## src/rtl/sent_pkg.sv

```systemverilog
// Shared definitions for the SENT transmit frame controller: FSM states,
// pulse-length constants and the CRC-4 (x^4+x^3+x^2+1) table and checksum.
package sent_pkg;

    typedef enum logic [2:0] {
        ST_IDLE,
        ST_ARMED,
        ST_SYNC,
        ST_STATUS,
        ST_DATA,
        ST_CRC,
        ST_PAUSE
    } sent_state_e;

    localparam int SYNC_TICKS  = 56;
    localparam int NIBBLE_BASE = 12;
    localparam logic [3:0] CRC4_SEED = 4'b0101;

    function automatic logic [3:0] crc4_lookup(input logic [3:0] idx);
        logic [3:0] val;
        case (idx)
            4'd0:  val = 4'd0;
            4'd1:  val = 4'd13;
            4'd2:  val = 4'd7;
            4'd3:  val = 4'd10;
            4'd4:  val = 4'd14;
            4'd5:  val = 4'd3;
            4'd6:  val = 4'd9;
            4'd7:  val = 4'd4;
            4'd8:  val = 4'd1;
            4'd9:  val = 4'd12;
            4'd10: val = 4'd6;
            4'd11: val = 4'd11;
            4'd12: val = 4'd15;
            4'd13: val = 4'd2;
            4'd14: val = 4'd8;
            default: val = 4'd5;
        endcase
        return val;
    endfunction

    // D1 sits in [23:20] and is folded in first; the status nibble never enters.
    function automatic logic [3:0] crc4_calc(input logic [23:0] data);
        logic [3:0] cs;
        cs = CRC4_SEED;
        for (int i = 5; i >= 0; i--) begin
            cs = crc4_lookup(cs) ^ data[i*4 +: 4];
        end
        return crc4_lookup(cs);
    endfunction

endpackage

```

## src/rtl/sent_crc4.sv

```systemverilog
// Combinational SENT CRC-4 over the six data nibbles.
module sent_crc4
    import sent_pkg::*;
(
    input  logic [23:0] data_i,
    output logic [3:0]  crc_o
);

    always_comb begin
        crc_o = crc4_calc(data_i);
    end

endmodule

```

## src/rtl/sent_tx_frame_ctrl.sv

```systemverilog
// SENT transmit frame controller: captures a frame, then emits sync, status,
// six data nibbles, CRC and an optional pause pulse, all timed in ticks.
module sent_tx_frame_ctrl
    import sent_pkg::*;
#(
    parameter int LOW_TICKS   = 5,
    parameter int PAUSE_EN    = 1,
    parameter int FRAME_TICKS = 282
) (
    input  logic        clk_tx,
    input  logic        reset_n_tx,
    input  logic        tick_en,
    input  logic        frame_valid,
    output logic        frame_ready,
    input  logic [3:0]  status_nib,
    input  logic [23:0] frame_data,
    output logic        sent_out,
    output logic        busy,
    output logic        frame_done
);

    sent_state_e state_q;
    logic [3:0]  status_q;
    logic [23:0] data_q;
    logic [3:0]  crc_q;
    logic [2:0]  nib_idx_q;
    logic [8:0]  pulse_cnt_q;
    logic [8:0]  elapsed_q;
    logic        sent_out_q;
    logic        busy_q;
    logic        ready_q;
    logic        frame_done_q;

    logic [3:0]  crc_w;
    logic [23:0] data_shift;
    logic [3:0]  nib_sel;
    logic [8:0]  pulse_len;
    logic [8:0]  cnt_inc;
    logic [8:0]  elapsed_inc;
    logic        pulse_end;
    logic        last_pulse;
    sent_state_e adv_state;

    sent_crc4 u_crc (
        .data_i (frame_data),
        .crc_o  (crc_w)
    );

    always_comb begin
        data_shift = data_q << {nib_idx_q, 2'b00};
        case (state_q)
            ST_DATA: nib_sel = data_shift[23:20];
            ST_CRC:  nib_sel = crc_q;
            default: nib_sel = status_q;
        endcase
        pulse_len   = (state_q == ST_SYNC) ? 9'(SYNC_TICKS) : 9'(NIBBLE_BASE) + {5'd0, nib_sel};
        cnt_inc     = pulse_cnt_q + 9'd1;
        elapsed_inc = elapsed_q + 9'd1;
        // The pause has no fixed width: it stretches the frame to FRAME_TICKS.
        pulse_end   = (state_q == ST_PAUSE) ? (elapsed_inc == 9'(FRAME_TICKS))
                                            : (cnt_inc == pulse_len);
        last_pulse  = (state_q == ST_PAUSE) || ((state_q == ST_CRC) && (PAUSE_EN == 0));
        case (state_q)
            ST_SYNC:   adv_state = ST_STATUS;
            ST_STATUS: adv_state = ST_DATA;
            ST_DATA:   adv_state = (nib_idx_q == 3'd5) ? ST_CRC : ST_DATA;
            ST_CRC:    adv_state = ST_PAUSE;
            default:   adv_state = ST_IDLE;
        endcase
    end

    always_ff @(posedge clk_tx or negedge reset_n_tx) begin
        if (!reset_n_tx) begin
            state_q      <= ST_IDLE;
            status_q     <= '0;
            data_q       <= '0;
            crc_q        <= '0;
            nib_idx_q    <= '0;
            pulse_cnt_q  <= '0;
            elapsed_q    <= '0;
            sent_out_q   <= 1'b1;
            busy_q       <= 1'b0;
            ready_q      <= 1'b1;
            frame_done_q <= 1'b0;
        end else begin
            frame_done_q <= 1'b0;
            case (state_q)
                ST_IDLE: begin
                    if (frame_valid) begin
                        status_q <= status_nib;
                        data_q   <= frame_data;
                        crc_q    <= crc_w;
                        state_q  <= ST_ARMED;
                        busy_q   <= 1'b1;
                        ready_q  <= 1'b0;
                    end
                end
                ST_ARMED: begin
                    // This tick is the first tick of the sync pulse.
                    if (tick_en) begin
                        state_q     <= ST_SYNC;
                        pulse_cnt_q <= 9'd1;
                        elapsed_q   <= 9'd1;
                        sent_out_q  <= 1'b0;
                    end
                end
                default: begin
                    if (tick_en) begin
                        elapsed_q <= elapsed_inc;
                        if (!pulse_end) begin
                            pulse_cnt_q <= cnt_inc;
                            sent_out_q  <= (cnt_inc > 9'(LOW_TICKS));
                        end else begin
                            pulse_cnt_q <= '0;
                            sent_out_q  <= 1'b1;
                            nib_idx_q   <= (state_q == ST_DATA) ? nib_idx_q + 3'd1 : 3'd0;
                            if (last_pulse) begin
                                state_q      <= ST_IDLE;
                                busy_q       <= 1'b0;
                                ready_q      <= 1'b1;
                                frame_done_q <= 1'b1;
                                elapsed_q    <= '0;
                            end else begin
                                state_q <= adv_state;
                            end
                        end
                    end
                end
            endcase
        end
    end

    assign frame_ready = ready_q;
    assign sent_out    = sent_out_q;
    assign busy        = busy_q;
    assign frame_done  = frame_done_q;

endmodule

```

## config.mk

```make
export PLATFORM = sky130hd
export DESIGN_NAME = sent_tx_frame_ctrl
export DESIGN_NICKNAME = d
export VERILOG_FILES = /design/src/rtl/sent_pkg.sv /design/src/rtl/sent_crc4.sv /design/src/rtl/sent_tx_frame_ctrl.sv
export SDC_FILE = /design/constraint.sdc
export NUM_CORES = 1
export LEC_CHECK = 0
export BUFFER_PORTS_ARGS = -buffer_cell sky130_fd_sc_hd__buf_2
export CAP_MARGIN = 20
export CORE_MARGIN = 5
export CORE_UTILIZATION = 40
export DETAILED_ROUTE_END_ITERATION = 12
export SLEW_MARGIN = 0
export SYNTH_ARGS = -nofsm -noshare
export SYNTH_HDL_FRONTEND = slang
export SYNTH_SLANG_ARGS = --single-unit
```

## constraint.sdc

```tcl
create_clock -name clk_tx -period 7.73 [get_ports clk_tx]
set_input_delay 0.773 -clock clk_tx [delete_from_list [all_inputs] [get_ports clk_tx]]
set_output_delay 0.773 -clock clk_tx [all_outputs]
set_load 0.01 [all_outputs]
```

==> Word level (Yosys, flattened, before mapping) <==
Memory sizes are Yosys's and may differ from the RTL's. A register that Yosys moved wholly into a read port is not among the register bits.
Cells that the tools add are included.
{ "classes": {"n_lt_le_gt_ge": 1, "shift": 1, "eq_ne": 11, "n_reduce_logical": 12, "n_addsub": 4, "bitwise_logic": 9, "muxes": 38} }
{ "op_table": {"columns": ["cell", "n"], "rows": [
  ["9-bit 2-to-1 mux", 6],
  ["9-bit case mux with 2 select lines", 2],
  ["24-bit by 5-bit << shifter with 24-bit output", 1],
  ["4-bit bitwise XOR", 5],
  ["9-bit by 1-bit adder with 9-bit output (second input constant)", 2],
  ["3-bit 2-to-1 mux", 6],
  ["1-bit 2-to-1 mux", 17],
  ["3-bit == test (second input constant)", 4],
  ["3-bit case mux with 4 select lines", 1],
  ["9-bit by 6-bit == test with 1-bit output", 1],
  ["9-bit == test (second input constant)", 1],
  ["9-bit by 3-bit > comparator with 1-bit output (second input constant)", 1],
  ["4-bit case mux with 2 select lines", 1],
  ["3-bit by 2-bit == test with 1-bit output (second input constant)", 2],
  ["6-bit 2-to-1 mux", 1],
  ["1-bit case mux with 2 select lines", 3],
  ["3-bit case mux with 2 select lines", 1],
  ["2-bit nonzero test", 3],
  ["4-bit by 4-bit adder with 5-bit output (first input constant)", 1],
  ["5-bit AND reduction", 1],
  ["2-bit != test (second input constant)", 2],
  ["2-bit AND reduction", 2],
  ["4-bit AND reduction", 1],
  ["3-bit by 1-bit adder with 3-bit output (second input constant)", 1],
  ["other kinds (8)", 10]
]} }
{ "word_totals": {"out_inout_bits": 4, "regBits": 56, "mem_count": 6, "elab_cells": 92, "rom_bits": 384} }
{ "mem_list": {"columns": ["name", "depth", "word_bits", "read_ports", "rd_ports_with_merged_regs", "wr", "line_no", "rtl"], "rows": [
  ["(no name shown)", 16, 4, 1, 0, 0, "sent_pkg.sv:21", "case (idx)"],
  ["(no name shown)", 16, 4, 1, 0, 0, "sent_pkg.sv:21", null],
  ["(no name shown)", 16, 4, 1, 0, 0, "sent_pkg.sv:21", null],
  ["(no name shown)", 16, 4, 1, 0, 0, "sent_pkg.sv:21", null],
  ["(no name shown)", 16, 4, 1, 0, 0, "sent_pkg.sv:21", null],
  ["(no name shown)", 16, 4, 1, 1, 0, "sent_pkg.sv:21", null]
]} }

==> Longest topological paths before layout <==
Gate-level depths: netlist of run 1.
An unclocked memory read counts as a cell.
{ "logic_depth": {"ltp_word": 11, "depth_mapped": 10, "ltp_nobuf": 9} }

==> Modules after synthesis <==
From an unflattened synthesis of run 1, not the netlist that was laid out.
{ "hier_totals": {"hier_cells": 365, "hier_area_um2": 3774.9} }
{ "modules_own_cells": {"columns": ["module", "area_per_inst_um2", "n_inst", "cells_per_inst"], "rows": [
  ["sent_tx_frame_ctrl", 3449.6, 1, 335],
  ["sent_crc4", 325.3, 1, 30]
]} }

==> Least setup slack after synthesis of run 1 <==
No wires, ideal clock.
{ "synth_timing": {"path_type": "register to register", "start": "register nib_idx_q[0]", "end": "register nib_idx_q[0]", "t_arrival_ns": 3.052, "slack_ns": 4.553, "t_required_ns": 7.605, "path_stages_with_launch": 11, "path_buffers": 1, "path_cell_list": "dfrtp_1 > buf_6 > mux4_1 > a221o_1 > a31oi_1 > ha_1 > xnor2_1 > a31oi_2 > o41ai_4 > and2_4 > mux2_4"} }
{ "synth_via": {"elab_chain_len": 7} }
{ "synth_lines": {"columns": ["element", "line_no", "rtl"], "rows": [
  ["start, declared", "sent_tx_frame_ctrl.sv:26", "logic [2:0] nib_idx_q;"],
  ["start signal, assigned", "sent_tx_frame_ctrl.sv:116", "nib_idx_q <= (state_q == ST_DATA) ? nib_idx_q + 3'd1 : 3'd0;"],
  ["24-bit by 5-bit << shifter with 24-bit output", "sent_tx_frame_ctrl.sv:50", "data_shift = data_q << {nib_idx_q, 2'b00};"],
  ["4-bit case mux with 2 select lines", "sent_tx_frame_ctrl.sv:51", "case (state_q)"],
  ["4-bit by 4-bit adder with 5-bit output", "sent_tx_frame_ctrl.sv:56", "pulse_len = (state_q == ST_SYNC) ? 9'(SYNC_TICKS) : 9'(NIBBLE_BASE) + {5'd0, nib_sel};"],
  ["6-bit 2-to-1 mux", "sent_tx_frame_ctrl.sv:56", null],
  ["9-bit by 6-bit == test with 1-bit output", "sent_tx_frame_ctrl.sv:61", ": (cnt_inc == pulse_len);"],
  ["1-bit 2-to-1 mux", "sent_tx_frame_ctrl.sv:60", "pulse_end = (state_q == ST_PAUSE) ? (elapsed_inc == 9'(FRAME_TICKS))"],
  ["3-bit AND reduction (no line)", null, null]
]} }
Parallel ways exist; a longest one is shown, timed or not.
A chain may end at the register's enable or synchronous reset.

==> Worst setup path in the final report of run 1 <==
Same ends and word-level chain as after synthesis.

==> impl_metrics.csv, run 1 <==
group,metric,value,unit
status,status,"completed",
power,ir_drop,0.109,mV
final_layout,nFillCells,929,
setup_path,r2r_slack,4140,ps
detailed_routing,dr.max_layer_used,"met4",
setup_path,crit_arrival,3810,ps
setup_path,worstSetupPathType,"reg2reg",
detailed_routing,drc_errors,0,
logic_synthesis,async_flop_share,1.00,
worst_hold_path,holdPathStages,2,
grt,grt-ovfl-total,0,
power,power.density,282,nW/µm²
placed_design,dp_cells,538,
floorplan,rows,35,
logic_synthesis,ys_warn_count,0,
setup_path,reg2reg_from,"nib_idx_q[0]$_DFFE_PN0P_",
timing,finClkSkew,8.34,ps
clocking,post_cts_resized,0,
logic_synthesis,synth_cell_types,59,
setup_path,crit_fanout,12,
timing,setup_tns,0,ps
placed_design,io_buffers,35,
setup_path,cp-start-kind,"flop",
final_layout,instances_no_fill,555,
detailed_routing,routed_wl,8230,µm
floorplan,ioPinCount,36,
placed_design,hpwl,5960,µm
floorplan,core_area,9060,µm²
placed_design,place_ws,4120,ps
grt,grt_start_max_net_pins,61,
logic_synthesis,ys_seq_area_frac,0.411,
timing,worstMarginPinSlew,810,ps
clocking,cts.path.max_buffers,2,
grt,grt_pass1_vias,2930,
floorplan,fp.dieH,106,µm
logic_synthesis,synth_ff_type,"dfrtp_1",
logic_synthesis,synth_nets,447,
timing,fin_crit,3590,ps
clocking,path_clk_slew,70,ps
clocking,h-tree-depth,3,
final_layout,diodes,0,
logic_synthesis,synth_area,3660,µm²
setup_path,timing.rr.end,"nib_idx_q[0]$_DFFE_PN0P_",
detailed_routing,wl_met2,4020,µm
floorplan,die_width,106,µm
timing,fin_ws,4140,ps
setup_path,crit_path_end_kind,"flop",
detailed_routing,wl_per_cell,14.8,µm
grt,grt_pass1_wl,14200,µm
timing,fmax,279,MHz
clocking,cts_sinks,60,
floorplan,design.die.area,11200,µm²
timing,setup_viol,0,
detailed_routing,drt_pass1_iterations,4,
timing,slew-limit-headroom,0.460,
worst_hold_path,min_path_type,"reg2reg",
job,drv_cap,0,
detailed_routing,dr_total_vias,2944,
clocking,cts_buffers,9,
grt,antenna_found_initial,0,
detailed_routing,routedLengthMet1,3720,µm
logic_synthesis,synth_edf_count,0,
clocking,cts_tree,"yes",
timing,final-max-slew-violation-count,0,
power,p_leak,1.93,nW
detailed_routing,dr_wl_met3,337,µm
grt,track_usage,0.157,
timing,hold_violations,0,
timing,post-route-period-util,0.464,
clocking,insertion_delay,340,ps
clocking,ctsHoldBuffers,0,
worst_hold_path,hold_path.startpoint,"data_q[13]$_DFFE_PN0P_",
detailed_routing,via_per_inst,5.30,
detailed_routing,drtIter0Drc,92,
setup_path,worstPathRequired,7950,ps
logic_synthesis,ys_seq_elements,60,
clocking,cts_root_buffer,"clkbuf_8",
logic_synthesis,syn_inst,406,
final_layout,drive_above_1_share,0.169,
detailed_routing,drtAntennaViolNets,0,
final_layout,nets,480,
final_layout,area_growth_syn_to_layout,13.9,%
timing,rsz0062_at_grt,"no",
worst_hold_path,min_to,"data_q[13]$_DFFE_PN0P_",
setup_path,r2r_cells,9,
logic_synthesis,avgSynthCellArea,9.01,µm²
placed_design,place_congestion,0.831,
final_layout,finalCoreUtilization,0.460,
clocking,post_cts_buffers,0,
floorplan,start_util,0.404,
==> logic make-up (layout without fill, tap and decap cells) <==
| family | after synthesis | count (layout) | share of synthesized area |
|---|---|---|---|
| compound gates | 73 | 73 | 0.139 |
| xor+xnor | 44 | 44 | 0.105 |
| fa+ha+maj | 9 | 9 | 0.0308 |
| buf+inv | 30 | 68 | 0.0332 |
| flops | 60 | 60 | 0.411 |
| mux | 13 | 13 | 0.0547 |
| simple gates | 177 | 177 | 0.226 |
==> layer usage <==
layer  vias up  track usage
li1       1463            -
met1      1412        0.200
met2        54        0.259
met3        15       0.0472
met4         0       0.0463
met5         -            0
==> cell usage after synthesis (3+ instances only) <==
library cell	n	area share
a211oi_1	3	0.0062
a21o_1	5	0.010
a21oi_1	9	0.012
a31oi_1	3	0.0051
clkbuf_1	13	0.013
dfrtp_1	58	0.40
ha_1	9	0.031
inv_1	14	0.014
mux2i_1	5	0.014
nand2_1	108	0.11
nand2b_1	8	0.014
nand3_1	9	0.012
nand3b_1	3	0.0062
nor2_1	13	0.013
nor2b_1	3	0.0051
nor3_1	6	0.0082
o211ai_1	4	0.0082
o21ai_0	31	0.042
or3_1	4	0.0068
xnor2_1	35	0.084
xor2_1	9	0.022
==> where the power goes <==
part	switching, mW	internal, mW
Sequential	0.0898	0.381
Combinational	0.220	0.199
Clock	0.130	0.157
==> worst max path at each step <==
stage	cells past startpoint	to	from	slack [ps]
floorplan	10	nib_idx_q[0]$_DFFE_PN0P_	nib_idx_q[0]$_DFFE_PN0P_	4550
global placement	9	nib_idx_q[0]$_DFFE_PN0P_	nib_idx_q[0]$_DFFE_PN0P_	4210
detailed placement	9	nib_idx_q[1]$_DFFE_PN0P_	nib_idx_q[0]$_DFFE_PN0P_	4120
CTS	9	nib_idx_q[1]$_DFFE_PN0P_	nib_idx_q[0]$_DFFE_PN0P_	4120
global route	9	nib_idx_q[1]$_DFFE_PN0P_	nib_idx_q[0]$_DFFE_PN0P_	3930
finish	9	nib_idx_q[0]$_DFFE_PN0P_	nib_idx_q[0]$_DFFE_PN0P_	4140
==> registers in the layout, indices dropped and copies added, names as in the netlist <==
| register | count |
|---|---|
| pulse_cnt_q | 9 |
| state_q | 3 |
| sent_out | 1 |
| busy | 1 |
| frame_done | 1 |
| nib_idx_q | 3 |
| frame_ready | 1 |
| status_q | 4 |
| crc_q | 4 |
| data_q | 24 |
| elapsed_q | 9 |
==> critical path: stages (launching register included) <==
cell     delay [ps]
dfrtp_1         690
mux4_1          620
a221o_1         360
a31oi_1         170
ha_1            260
xnor2_1         190
a31oi_2         140
o41ai_4         500
and2_4          260
mux2_4          300
==> stage by stage <==
step / hold WS, ps / power [mW] / area (µm²)
2_1_floorplan: 437 / 0.792 / 3660
3_3_place_gp: 456 / 0.884 / 3910
3_5_place_dp: 464 / 0.896 / 3940
4_1_cts: 480 / 1.19 / 4140
5_1_grt: 513 / 1.27 / 4170
6_report: 478 / 1.18 / 4170
==> layout make-up <==
cell class | instances | area (µm²) | area share
Clock buffer | 10 | 138 | 0.0330
Clock inverter | 6 | 63.8 | 0.0153
Inverter | 14 | 52.6 | 0.0126
Multi-Input combinational cell | 316 | 2030 | 0.488
Sequential cell | 60 | 1500 | 0.361
Tap cell | 111 | 139 | 0.0333
Timing Repair Buffer | 38 | 238 | 0.0570
==> cells in the final DEF, fill, tap and decap left out, drive strengths merged, types with 10 or more instances in the layout <==
master / n
nand3: 10
dfrtp: 58
o21ai: 32
nor2: 13
inv: 14
buf: 38
nand2: 108
clkbuf: 10
xnor2: 35
(Power assumes the default switching activity.)
==> inputs of run 2 (changes only) <==
- ABC_AREA: default -> 1
- clock period: 7.73 -> 3.6 ns (I/O delays scaled with it)
==> impl_metrics.csv, run 2 <==
group,metric,value,unit
power,power.density,763,nW/µm²
setup_path,cp-start-kind,"flop",
detailed_routing,drtIter0Drc,203,
setup_path,reg2reg_from,"nib_idx_q[0]$_DFFE_PN0P_",
power,p_leak,2.47,nW
floorplan,core_area,9680,µm²
grt,track_usage,0.157,
final_layout,seqCellArea,1500,µm²
logic_synthesis,synth_area,3920,µm²
worst_hold_path,holdPathStages,3,
timing,hold_violations,0,
logic_synthesis,yosysTopAreaCellShare,0.370,
clocking,h-tree-depth,3,
worst_hold_path,min_path_type,"in2reg",
logic_synthesis,ys_seq_area_frac,0.383,
floorplan,design.die.area,11900,µm²
setup_path,crit_fanout,17,
clocking,ctsHoldBuffers,1,
setup_path,path_cells,"inv_2, o21ai_0, o22ai_1, nand2_1, o21ai_0, nand2_1, nand3_1, o21ai_0, ha_1, nand2_1, nand2_1, nor3_1, o21ai_1, nor2_2, nand2_2, nand2_4, nand2_4, inv_2, o21ai_1, o21ai_1, inv_1",
status,status,"completed",
logic_synthesis,synth_common_cells,"202 x nand2_1, 62 x inv_1, 58 x dfrtp_1, 46 x nand3_1, 36 x o21ai_0",
final_layout,nets,637,
power,p_total,3.43,mW
worst_hold_path,min_to,"status_q[3]$_DFFE_PN0P_",
detailed_routing,via_per_inst,4.79,
logic_synthesis,ys_seq_elements,60,
placed_design,place_congestion,0.816,
setup_path,r2r_cells,21,
power,internal_power,1.99,mW
setup_path,worstPathRequired,3830,ps
grt,antenna_found_initial,0,
timing,setup_viol,0,
logic_synthesis,ys_warn_count,0,
final_layout,area_growth_syn_to_layout,14.7,%
floorplan,fp.dieH,109,µm
power,ir_drop,0.288,mV
grt,grt-ovfl-total,0,
clocking,path_clk_slew,70,ps
setup_path,crit_arrival,3110,ps
worst_hold_path,hold_path.startpoint,"status_nib[3]",
final_layout,final_common_cell,"nand2_1",
power,switching_power,1.44,mW
detailed_routing,drc_errors,0,
timing,post-route-period-util,0.800,
detailed_routing,drt_pass1_iterations,5,
power,seqPwrFrac,0.354,
timing,slew-limit-headroom,0.657,
setup_path,worstSetupPathType,"reg2reg",
final_layout,top_regs,"data_q: 24 flops, elapsed_q: 9 flops, pulse_cnt_q: 9 flops",
clocking,cts_tree,"yes",
clocking,cts_sinks,60,
placed_design,hpwl,6740,µm
logic_synthesis,synth_area_leaders,"dfrtp_1 37%, nand2_1 19%, inv_1 5.9%",
final_layout,nFillCells,997,
clocking,cts_root_buffer,"clkbuf_8",
final_layout,drive_above_1_share,0.145,
logic_synthesis,synth_most_common_cell,"nand2_1",
setup_path,timing.rr.end,"nib_idx_q[0]$_DFFE_PN0P_",
final_layout,largest_reg_flops,24,
power,pwr-share-comb,0.439,
logic_synthesis,synth_ff_type,"dfrtp_1",
timing,finClkSkew,10.8,ps
detailed_routing,drtAntennaViolNets,0,
logic_synthesis,yosys.area.top_type,"dfrtp_1",
timing,rsz0062_at_grt,"no",
timing,setup_tns,0,ps
clocking,cts_buffers,9,
logic_synthesis,avgSynthCellArea,7.05,µm²
final_layout,regMostFlops,"data_q",
power,sw_frac_of_total,0.421,
grt,grt_pass1_vias,3294,
clocking,cts.path.max_buffers,2,
clocking,post_cts_buffers,0,
logic_synthesis,synth_nets,597,
job,drv_cap,0,
clocking,post_cts_resized,0,
timing,fmax,347,MHz
setup_path,cp_slowest_cell,"dfrtp_1",
final_layout,multi_input_area,2100,µm²
floorplan,ioPinCount,36,
timing,worstMarginPinSlew,515,ps
detailed_routing,dr_total_vias,3511,
detailed_routing,routed_wl,8760,µm
logic_synthesis,synth_edf_count,0,
setup_path,critical-path-max-stage-delay,670,ps
timing,final-max-slew-violation-count,0,
timing,fin_crit,2880,ps
logic_synthesis,syn_inst,556,
setup_path,crit_path_end_kind,"flop",
floorplan,rows,36,
grt,grt_start_max_net_pins,52,
detailed_routing,wl_per_cell,12.0,µm
power,power_frac_clock,0.207,
floorplan,die_width,109,µm
logic_synthesis,synth_cell_types,40,
setup_path,cpMostUsedCell,"nand2_1",
placed_design,io_buffers,35,
grt,grt_pass1_wl,14800,µm
floorplan,start_util,0.405,
setup_path,r2r_slack,720,ps
final_layout,diodes,0,
logic_synthesis,async_flop_share,1.00,
clocking,insertion_delay,340,ps
final_layout,final_cell_mix,"202 x nand2_1, 62 x inv_1, 58 x dfrtp_1",
==> run 2: cell count changes after synthesis, moves of 6 or more <==
cell / before / now
o22ai_1: 0 / 12
xnor2_1: 35 / 3
nor2_1: 13 / 32
xor2_1: 9 / 16
a21oi_1: 9 / 3
inv_1: 14 / 62
o21ai_1: 1 / 11
nand2b_1: 8 / 0
nand3_1: 9 / 46
nand2_1: 108 / 202
nand2_2: 0 / 7
inv_2: 0 / 9
==> run 2: layout make-up <==
cell class | instances | share of cell area
multi-input cells | 413 | 0.466
flip-flops and latches | 60 | 0.334
inverters | 72 | 0.0601
repair buffers | 40 | 0.0506
well taps | 133 | 0.0370
clock buffers | 12 | 0.0367
clock inverters | 3 | 0.0153
==> run 2: kinds of logic after synthesis <==
family,Yosys count,synth area share
AO/OA/AOI/OAI,73,0.108
XOR/XNOR,22,0.0581
adder cells (fa/ha/maj),9,0.0287
buffers and inverters,83,0.0820
flip-flops,60,0.383
AND/OR/NAND/NOR,309,0.340
==> run 2: critical path, delay by kind of cell (launching register included) <==
kind,cells,cell delay [ps]
buf+inv,3,320
simple gates,10,810
compound gates,7,700
fa+ha+maj,1,270
flops,1,670
==> run 2: power by group through the flow <==
stage               Sequential [mW]  Clock (mW)  Combinational, mW
finish                         1.22       0.711               1.51
detailed placement             1.23           0               1.51
floorplan                      1.14           0               1.24
CTS                            1.22       0.727               1.52
global route                   1.26       0.754               1.75
global placement               1.22           0               1.49
==> run 2: metrics by stage <==
stage          area [µm²]  setup slack, ps  cells   util  hold slack [ps]
2_1_floorplan        3920             1120    556      -             64.4
3_3_place_gp         4240              821    716  0.437              468
3_5_place_dp         4260              718    717  0.439              245
4_1_cts              4500              696    733  0.465              197
5_1_grt              4500              353    733  0.465              195
6_report             4500              720    733  0.465              210
==> run 2: how the worst max path moves through the flow <==
stage,cells after the start,slack [ps],end,startpoint
global placement,21,820,nib_idx_q[0]$_DFFE_PN0P_,nib_idx_q[0]$_DFFE_PN0P_
detailed placement,21,720,nib_idx_q[0]$_DFFE_PN0P_,nib_idx_q[0]$_DFFE_PN0P_
global route,21,350,nib_idx_q[0]$_DFFE_PN0P_,nib_idx_q[0]$_DFFE_PN0P_
floorplan,21,1120,nib_idx_q[0]$_DFFE_PN0P_,nib_idx_q[0]$_DFFE_PN0P_
finish,21,720,nib_idx_q[0]$_DFFE_PN0P_,nib_idx_q[0]$_DFFE_PN0P_
CTS,21,700,nib_idx_q[0]$_DFFE_PN0P_,nib_idx_q[0]$_DFFE_PN0P_
==> run 2: routing by layer <==
| layer | track usage | share of wire | vias to the layer above |
|---|---|---|---|
| met4 | 0.0550 | 0.014 | 0 |
| met5 | 0 | 0 | - |
| met1 | 0.206 | 0.48 | 1596 |
| met3 | 0.0367 | 0.033 | 14 |
| met2 | 0.253 | 0.47 | 61 |
| li1 | - | - | 1840 |
==> inputs of run 3 (changes only) <==
- clock period: 3.6 -> 2.9 ns (I/O delays scaled with it)
==> impl_metrics.csv, run 3 (synthesized netlist as in run 2, its figures left out) <==
group,metric,value,unit
floorplan,design.die.area,11900,µm²
final_layout,diodes,0,
detailed_routing,drc_errors,0,
setup_path,r2r_slack,270,ps
final_layout,largest_reg_flops,24,
final_layout,nets,641,
final_layout,top_regs,"data_q: 24 flops, elapsed_q: 9 flops, pulse_cnt_q: 9 flops",
grt,grt_pass1_wl,14900,µm
final_layout,regMostFlops,"data_q",
detailed_routing,routed_wl,8820,µm
grt,grt_start_max_net_pins,61,
status,status,"completed",
clocking,cts_buffers,9,
clocking,cts.path.max_buffers,2,
timing,post-route-period-util,0.906,
setup_path,crit_family,"simple AND/OR/NAND/NOR gates",
power,p_total,4.33,mW
setup_path,path_cells,"buf_4, nor2_1, nor2_1, o21ai_0, o21ai_0, nand2_1, nand2_1, a21oi_2, ha_1, nand2_1, nand2_1, nor3_1, o21ai_1, nor2_2, nand2_2, nand2_4, nand2_4, inv_2, o21ai_1, o21ai_1, inv_1",
grt,grt-ovfl-total,0,
timing,fin_ws,271,ps
setup_path,cpMostUsedCell,"nand2_1",
setup_path,crit_fanout,11,
placed_design,hpwl,6720,µm
floorplan,die_width,109,µm
timing,finClkSkew,8.39,ps
placed_design,place_area,4260,µm²
timing,setup_viol,0,
floorplan,fp.dieH,109,µm
floorplan,start_util,0.405,
setup_path,crit_arrival,2870,ps
final_layout,area_growth_syn_to_layout,15.3,%
clocking,cts_sinks,60,
grt,track_usage,0.160,
timing,final-max-slew-violation-count,0,
placed_design,io_buffers,35,
detailed_routing,drt_pass1_iterations,4,
clocking,h-tree-depth,3,
setup_path,timing.rr.end,"nib_idx_q[1]$_DFFE_PN0P_",
timing,worstMarginPinSlew,770,ps
timing,fmax,380,MHz
timing,hold_violations,0,
timing,slew-limit-headroom,0.487,
clocking,path_clk_slew,70,ps
grt,antenna_found_initial,0,
clocking,cts_tree,"yes",
clocking,cts_root_buffer,"clkbuf_8",
placed_design,place_congestion,0.826,
setup_path,critical-path-max-stage-delay,450,ps
setup_path,crit_end,"nib_idx_q[1]$_DFFE_PN0P_",
detailed_routing,via_per_inst,4.72,
grt,grt_pass1_vias,3324,
setup_path,reg2reg_from,"nib_idx_q[0]$_DFFE_PN0P_",
power,ir_drop,0.337,mV
setup_path,cp-start-kind,"flop",
clocking,insertion_delay,350,ps
setup_path,worstPathRequired,3140,ps
placed_design,place_ws,241,ps
detailed_routing,drtIter0Drc,142,
job,drv_cap,0,
floorplan,rows,36,
final_layout,final_common_cell,"nand2_1",
floorplan,ioPinCount,36,
setup_path,crit_start,"nib_idx_q[0]$_DFFE_PN0P_",
timing,fin_crit,2630,ps
floorplan,core_area,9680,µm²
power,power.density,958,nW/µm²
detailed_routing,drtAntennaViolNets,0,
setup_path,worst-path-stages,21,
final_layout,finalCoreUtilization,0.467,
final_layout,fin_area,4520,µm²
detailed_routing,wl_per_cell,11.9,µm
final_layout,final_cell_mix,"202 x nand2_1, 61 x inv_1, 57 x dfrtp_1",
setup_path,cp_slowest_cell,"dfrtp_2",
power,p_leak,2.49,nW
setup_path,worstSetupPathType,"reg2reg",
final_layout,drive_above_1_share,0.157,
setup_path,crit_path_end_kind,"flop",
worst_hold_path,min_path_type,"in2async",
setup_path,critPathBufInv,3,
setup_path,r2r_cells,21,
detailed_routing,dr_total_vias,3487,
==> run 3: changes by cell type in the layout (fill, tap and decap cells not counted) <==
cell           previous run  this run
buf_4                     3         9
buf_12                    1         0
clkbuf_1                  0         1
dfrtp_1                  58        57
dfrtp_2                   0         1
dlygate4sd3_1             1         0
inv_1                    62        61
inv_2                     9        10
nor2_1                   32        31
nor2_2                    4         5
==> run 3: timing repair <==
action | CTS | global route
gates resized for setup | 0 | 3
setup endpoints to repair | 0 | 3
setup buffers | 0 | 3
hold buffers | 0 | 0
==> run 3: power by group <==
group | leakage (nW) | switching, mW | internal [mW]
logic | 1.62 | 1.19 | 0.758
clock network | 0.120 | 0.331 | 0.556
registers | 0.754 | 0.294 | 1.21
==> run 3: through the flow <==
| stage | hold WS [ps] | setup TNS, ps | instances |
|---|---|---|---|
| global placement | 468 | 0 | 719 |
| global route | 127 | -3.45 | 738 |
| finish | 102 | 0 | 738 |
| CTS | 126 | 0 | 735 |
| detailed placement | 467 | 0 | 719 |
| floorplan | -5.59 | 0 | 556 |
==> run 3: cell type report <==
type | instances | area (µm²)
well taps | 133 | 166
multi-input cells | 413 | 2100
clock buffers | 13 | 169
inverters | 72 | 270
fillers | 996 | 5160
repair buffers | 44 | 243
flip-flops and latches | 60 | 1510
clock inverters | 3 | 68.8
==> run 3: worst min path at each step <==
stage,start,endpoint,slack [ps]
detailed placement,crc_q[3]$_DFFE_PN0P_,crc_q[3]$_DFFE_PN0P_,470
finish,reset_n_tx,elapsed_q[4]$_DFFE_PN0P_,100
global route,status_nib[0],status_q[0]$_DFFE_PN0P_,130
global placement,data_q[4]$_DFFE_PN0P_,data_q[4]$_DFFE_PN0P_,470
CTS,reset_n_tx,elapsed_q[4]$_DFFE_PN0P_,130
floorplan,reset_n_tx,busy$_DFFE_PN0P_,-6
==> run 3: layer usage <==
layer / vias up / routed length, µm / GRT usage
met5: - / 0 / 0
met4: 0 / 163 / 0.0613
met3: 16 / 316 / 0.0343
met2: 51 / 4100 / 0.260
met1: 1563 / 4240 / 0.208
li1: 1857 / - / -
